--- src/rtl/i2c_target_regif.sv ---
// I2C target front end: decodes SCL/SDA into register-file write/read strobes with an auto-incrementing pointer.
// Optional build macro I2C_TARGET_GLITCH_FILTER_EN adds a 3-sample majority filter on the synced pins.
module i2c_target_regif #(
    parameter logic [6:0] I2C_ADDR  = 7'h70,
    parameter int         ADDR_BITS = 3
) (
    input  logic                 clk,
    input  logic                 rst,
    input  logic                 scl_in,
    input  logic                 sda_in,
    output logic                 sda_oe,
    output logic [ADDR_BITS-1:0] reg_addr,
    output logic [7:0]           reg_wdata,
    output logic                 reg_we,
    output logic                 reg_re,
    input  logic [7:0]           reg_rdata,
    output logic                 busy
);
    typedef enum logic [3:0] {
        IDLE, ADDR, ADDR_ACK, SUB, SUB_ACK, WDATA, WDATA_ACK, RDATA, RDATA_ACK, IGNORE
    } state_t;

    localparam logic [ADDR_BITS-1:0] ADDR_ONE = {{(ADDR_BITS-1){1'b0}}, 1'b1};

    logic [1:0]           scl_sync_q, sda_sync_q;
    logic                 scl_h_q, sda_h_q;
    logic                 scl_f, sda_f;
    state_t               state_q;
    logic [2:0]           bitcnt_q;
    logic [7:0]           shift_q;
    logic                 rw_q, ack_q;
    logic                 sda_oe_q, reg_we_q, reg_re_q, busy_q;
    logic [ADDR_BITS-1:0] reg_addr_q;
    logic [7:0]           reg_wdata_q;

    // Synchronizers reset to the idle-bus level so release of reset never fakes an edge
    always_ff @(posedge clk or posedge rst) begin
        if (rst) begin
            scl_sync_q <= 2'b11;
            sda_sync_q <= 2'b11;
        end else begin
            scl_sync_q <= {scl_sync_q[0], scl_in};
            sda_sync_q <= {sda_sync_q[0], sda_in};
        end
    end

`ifdef I2C_TARGET_GLITCH_FILTER_EN
    logic [2:0] scl_win_q, sda_win_q;

    function automatic logic maj3(input logic [2:0] v);
        return (v[0] & v[1]) | (v[0] & v[2]) | (v[1] & v[2]);
    endfunction

    always_ff @(posedge clk or posedge rst) begin
        if (rst) begin
            scl_win_q <= 3'b111;
            sda_win_q <= 3'b111;
        end else begin
            scl_win_q <= {scl_win_q[1:0], scl_sync_q[1]};
            sda_win_q <= {sda_win_q[1:0], sda_sync_q[1]};
        end
    end

    assign scl_f = maj3(scl_win_q);
    assign sda_f = maj3(sda_win_q);
`else
    assign scl_f = scl_sync_q[1];
    assign sda_f = sda_sync_q[1];
`endif

    always_ff @(posedge clk or posedge rst) begin
        if (rst) begin
            scl_h_q <= 1'b1;
            sda_h_q <= 1'b1;
        end else begin
            scl_h_q <= scl_f;
            sda_h_q <= sda_f;
        end
    end

    logic       scl_rise, scl_fall, start_det, stop_det, byte_done;
    logic [7:0] rx_byte;

    assign scl_rise  = scl_f & ~scl_h_q;
    assign scl_fall  = ~scl_f & scl_h_q;
    assign start_det = scl_f & scl_h_q & sda_h_q & ~sda_f;
    assign stop_det  = scl_f & scl_h_q & ~sda_h_q & sda_f;
    assign rx_byte   = {shift_q[6:0], sda_f};
    assign byte_done = scl_rise && (bitcnt_q == 3'd7);

    always_ff @(posedge clk or posedge rst) begin
        if (rst) begin
            state_q     <= IDLE;
            bitcnt_q    <= 3'd0;
            shift_q     <= 8'h00;
            rw_q        <= 1'b0;
            ack_q       <= 1'b0;
            sda_oe_q    <= 1'b0;
            reg_we_q    <= 1'b0;
            reg_re_q    <= 1'b0;
            busy_q      <= 1'b0;
            reg_addr_q  <= '0;
            reg_wdata_q <= 8'h00;
        end else begin
            reg_we_q <= 1'b0;
            reg_re_q <= 1'b0;
            if (reg_we_q)
                reg_addr_q <= reg_addr_q + ADDR_ONE;
            if (start_det) begin
                state_q  <= ADDR;
                bitcnt_q <= 3'd0;
                sda_oe_q <= 1'b0;
                ack_q    <= 1'b0;
            end else if (stop_det) begin
                state_q  <= IDLE;
                busy_q   <= 1'b0;
                sda_oe_q <= 1'b0;
            end else begin
                if (scl_rise && (state_q == ADDR || state_q == SUB || state_q == WDATA)) begin
                    shift_q  <= rx_byte;
                    bitcnt_q <= bitcnt_q + 3'd1;
                end
                case (state_q)
                    ADDR: if (byte_done) begin
                        if (rx_byte[7:1] == I2C_ADDR) begin
                            state_q <= ADDR_ACK;
                            busy_q  <= 1'b1;
                            rw_q    <= rx_byte[0];
                        end else begin
                            state_q <= IGNORE;
                        end
                    end
                    SUB: if (byte_done) begin
                        reg_addr_q <= rx_byte[ADDR_BITS-1:0];
                        state_q    <= SUB_ACK;
                    end
                    WDATA: if (byte_done) begin
                        reg_wdata_q <= rx_byte;
                        reg_we_q    <= 1'b1;
                        state_q     <= WDATA_ACK;
                    end
                    // First fall pulls SDA for the ACK, second fall releases it and moves on
                    ADDR_ACK, SUB_ACK, WDATA_ACK: if (scl_fall) begin
                        if (!sda_oe_q) begin
                            sda_oe_q <= 1'b1;
                        end else begin
                            sda_oe_q <= 1'b0;
                            bitcnt_q <= 3'd0;
                            if (state_q == ADDR_ACK && rw_q) begin
                                reg_re_q <= 1'b1;
                                shift_q  <= {reg_rdata[6:0], 1'b0};
                                sda_oe_q <= ~reg_rdata[7];
                                state_q  <= RDATA;
                            end else if (state_q == ADDR_ACK) begin
                                state_q <= SUB;
                            end else begin
                                state_q <= WDATA;
                            end
                        end
                    end
                    RDATA: begin
                        if (scl_rise) begin
                            bitcnt_q <= bitcnt_q + 3'd1;
                            if (bitcnt_q == 3'd7) begin
                                state_q <= RDATA_ACK;
                                ack_q   <= 1'b0;
                            end
                        end else if (scl_fall) begin
                            sda_oe_q <= ~shift_q[7];
                            shift_q  <= {shift_q[6:0], 1'b0};
                        end
                    end
                    // Pointer advances on the ACK rise so reg_rdata is settled by the following fall
                    RDATA_ACK: begin
                        if (scl_rise) begin
                            if (sda_f) begin
                                state_q <= IGNORE;
                            end else begin
                                ack_q      <= 1'b1;
                                reg_addr_q <= reg_addr_q + ADDR_ONE;
                            end
                        end else if (scl_fall) begin
                            if (ack_q) begin
                                reg_re_q <= 1'b1;
                                shift_q  <= {reg_rdata[6:0], 1'b0};
                                sda_oe_q <= ~reg_rdata[7];
                                bitcnt_q <= 3'd0;
                                state_q  <= RDATA;
                            end else begin
                                sda_oe_q <= 1'b0;
                            end
                        end
                    end
                    default: sda_oe_q <= 1'b0;
                endcase
            end
        end
    end

    assign sda_oe    = sda_oe_q;
    assign reg_addr  = reg_addr_q;
    assign reg_wdata = reg_wdata_q;
    assign reg_we    = reg_we_q;
    assign reg_re    = reg_re_q;
    assign busy      = busy_q;
endmodule
--- config.mk ---
export PLATFORM = sky130hd
export DESIGN_NAME = i2c_target_regif
export DESIGN_NICKNAME = d
export VERILOG_FILES = /design/src/rtl/i2c_target_regif.sv
export SDC_FILE = /design/constraint.sdc
export NUM_CORES = 1
export LEC_CHECK = 0
export CORE_MARGIN = 10
export CORE_UTILIZATION = 30
export CTS_BUF_LIST = sky130_fd_sc_hd__clkbuf_4 sky130_fd_sc_hd__clkbuf_8 sky130_fd_sc_hd__clkbuf_16
export DETAILED_ROUTE_END_ITERATION = 6
export SLEW_MARGIN = 20
export SYNTH_ARGS = -nofsm -noshare
export SYNTH_HDL_FRONTEND = slang
export SYNTH_SLANG_ARGS = --single-unit
--- constraint.sdc ---
create_clock -name clk -period 2.6 [get_ports clk]
set_clock_uncertainty 0.1 [all_clocks]
set_input_delay 0.52 -clock clk [delete_from_list [all_inputs] [get_ports clk]]
set_output_delay 0.52 -clock clk [all_outputs]
set_load 0.01 [all_outputs]
==> flow_summary.ini <==
[synthesis]
synth-seq-cells = 38
synth-compound-area-share_pct = 21.96
ys.flop_type = dfrtp_1
synth_edf_count = 0
yosys.area_share.adder_pct = 3.229
yosys.area_share.simple_pct = 18.46
yosys.area_share.xor_xnor_pct = 1.884
yosysSeqAreaShare_pct = 41.23
syn-num-nets = 262
muxShareOfSynthArea_pct = 8.881
synth_warnings = 0
async_flop_share_pct = 100.0
synth_area_um2 = 2325
syn-instance-count = 244
avgSynthCellArea_um2 = 9.528
ys_types = 52
synth_top_family_by_area = compound AO/OA/AOI/OAI gates

[layout]
fin_nets = 293
finalInstanceArea_um2 = 2833
area_growth_pct = 21.85
n_fill_cell = 757
n_antenna_cell = 0
layout-drive-gt1-share_pct = 17.75

[setup_path]
setup.worst_path.end_class = register
crit_required_ns = 2.67
cp-start-kind = register
rrSetupSlack_ns = 0.28
crit_type = register to register
cp_data_arrival_time_ns = 2.39
path_max_fanout = 3

[route]
wl_per_cell_um = 16.04
drt_wl_total_um = 6063
drt-pass1-iter-count = 4
detail_route.iter0.violations = 129
via_count = 2045
vias_per_cell = 5.410
drtAntennaViolNets = 0
drcViolationCount = 0

[clock_network]
clkTransAtPathRegs_ns = 0.07
cts_tree = done
cts_buffers = 5
hold_buffers = 0
clk_path_buf_depth = 2
cts-root-buf = clkbuf_8
cts_sinks = 38
cts_resized = 0
post_cts_buffers = 0
htreeDepth = 2
insertion_delay_ns = 0.28

[pwr]
power.density_nw_per_um2 = 514.1
p_leak_nw = 1.100
ir_drop_mv = 0.2406

[sta]
max_freq_mhz = 430.1
fin_crit_sh_pct = 89.42
finalSetupTns_ns = 0
finalSetupViolCount = 0
fin_crit_ns = 2.325
timing.hold.ws_ns = 0.2566
maxSlewViolCount = 0
rsz0062_at_grt = false
hold_violations = 0
worstMarginPinSlew_ns = 0.6377
slew_headroom_pct = 56.89

[placement]
portBuffers = 26
post_dp_cell_area_um2 = 2746
place_hpwl_um = 4263
place.gp.congestion = 0.8638

[global_routing]
grt_max_degree = 39
grt_pass1_wl_um = 10100
overflow = 0
grt_pass1_vias = 1998
grt_antenna_before_repair = 0
grtUsageTotal_pct = 10.47

[floorplanning]
die_w_um = 108.0
start_util_pct = 30.40
die_area_um2 = 11670
core_region_area_um2 = 7647
die_h_um = 108.0
io-pin-count = 27
num_rows = 32

[flow_run]
cap_viol_max_count = 0

[hold_path]
hp-class = register to register

[status]
outcome = complete, no violations
## area by class of cell
cell class / count / area, um^2 / area share, %
Clock buffer: 6 / 76.32 / 2.694
Multi-Input combinational cell: 183 / 1265 / 44.66
Timing Repair Buffer: 41 / 372.9 / 13.16
Clock inverter: 2 / 10.01 / 0.3534
Sequential cell: 38 / 958.4 / 33.83
Tap cell: 102 / 127.6 / 4.505
Inverter: 6 / 22.52 / 0.7951
## critical path, stage by stage, from the launching register on
cell,delay [ns]
dfstp_2,0.56
xor2_1,0.07
and2_4,0.16
or4_4,0.48
or4_4,0.54
mux2_4,0.31
## per-stage QoR
| step | cells | power (mW) | util [%] | worst slack [ns] |
|---|---|---|---|---|
| after floorplan | 244 | 0.9520 | - | 0.1188 |
| after global placement | 370 | 1.053 | 35.91 | 0.3246 |
| after detailed placement | 370 | 1.059 | 35.91 | 0.2931 |
| after CTS | 378 | 1.476 | 37.04 | 0.2711 |
| after global routing | 378 | 1.536 | 37.04 | 0.06447 |
| final | 378 | 1.456 | 37.04 | 0.2751 |
## flip-flops by register name, indices dropped and copies added, names as in the netlist
name        count
ack_q           1
bitcnt_q        3
busy            1
reg_addr        3
reg_re          1
reg_wdata       8
reg_we          1
rw_q            1
scl_h_q         1
scl_sync_q      2
sda_h_q         1
sda_oe          1
sda_sync_q      2
shift_q         8
state_q         4
## Yosys cell counts, types with 2 or more instances
master | instances | area [um^2]
a211oi_1 | 3 | 22.52
and2_1 | 3 | 18.77
dfstp_2 | 6 | 157.7
nor3_1 | 5 | 25.02
nand3_1 | 6 | 30.03
ha_1 | 6 | 75.07
xnor2_1 | 3 | 26.28
or4_4 | 2 | 22.52
o31ai_1 | 4 | 30.03
or2_2 | 2 | 12.51
and3b_1 | 2 | 17.52
nor2b_1 | 8 | 50.05
nand4b_1 | 2 | 17.52
nand2_1 | 21 | 78.83
buf_6 | 2 | 22.52
a21oi_1 | 15 | 75.07
nor4b_1 | 2 | 17.52
inv_1 | 6 | 22.52
xor2_1 | 2 | 17.52
o22ai_1 | 11 | 68.82
a22oi_1 | 8 | 60.06
mux2i_1 | 9 | 90.09
nor2_1 | 13 | 48.80
clkbuf_1 | 14 | 52.55
o211ai_1 | 3 | 22.52
mux2_2 | 9 | 101.4
a211o_1 | 2 | 17.52
or3_1 | 4 | 25.02
o21ai_0 | 15 | 75.07
dfrtp_1 | 32 | 800.8
a22o_1 | 3 | 26.28
## power by group
group	switching, mW	total, mW	internal (mW)
sequential	0.103	0.776	0.673
clock	0.205	0.402	0.196
combinational	0.148	0.279	0.131
total	0.456	1.46	1.00
## routing by layer
layer | share of wire, % | GRT usage, % | routed length [um]
met3 | 6.3 | 2.439 | 384
met5 | 0 | 0 | 0
met2 | 48 | 16.16 | 2903
met1 | 44 | 13.90 | 2695
met4 | 1.3 | 3.817 | 80
## worst paths after layout
path	startpoint	to	depth (start not counted)
max	sda_h_q	rw_q	5
min	sda_sync_q[0]	sda_sync_q[1]	0
max reg2reg	sda_h_q	rw_q	5
min in group asynchronous	rst	busy	3
max in group asynchronous	rst	scl_sync_q[0]	3
min reg2reg	sda_sync_q[0]	sda_sync_q[1]	0
## logic make-up after synthesis
family	count (synthesis)
buf+inv	23
simple gates	78
flops	38
mux	19
compound gates	75
xor+xnor	5
fa+ha+maj	6
## placed cells by master, fill, tap and decap left out, drive strengths merged, types with 8 or more instances in the layout
cell type	netlist	routed
buf	3	15
o21ai	15	15
nand2	21	21
nor2b	8	8
clkdlybuf4s50	0	26
mux2	10	10
dfrtp	32	32
mux2i	9	9
a22oi	8	8
o22ai	11	11
a21oi	15	15
nor2	14	14
No activity file was read; power rests on OpenSTA's default activity.
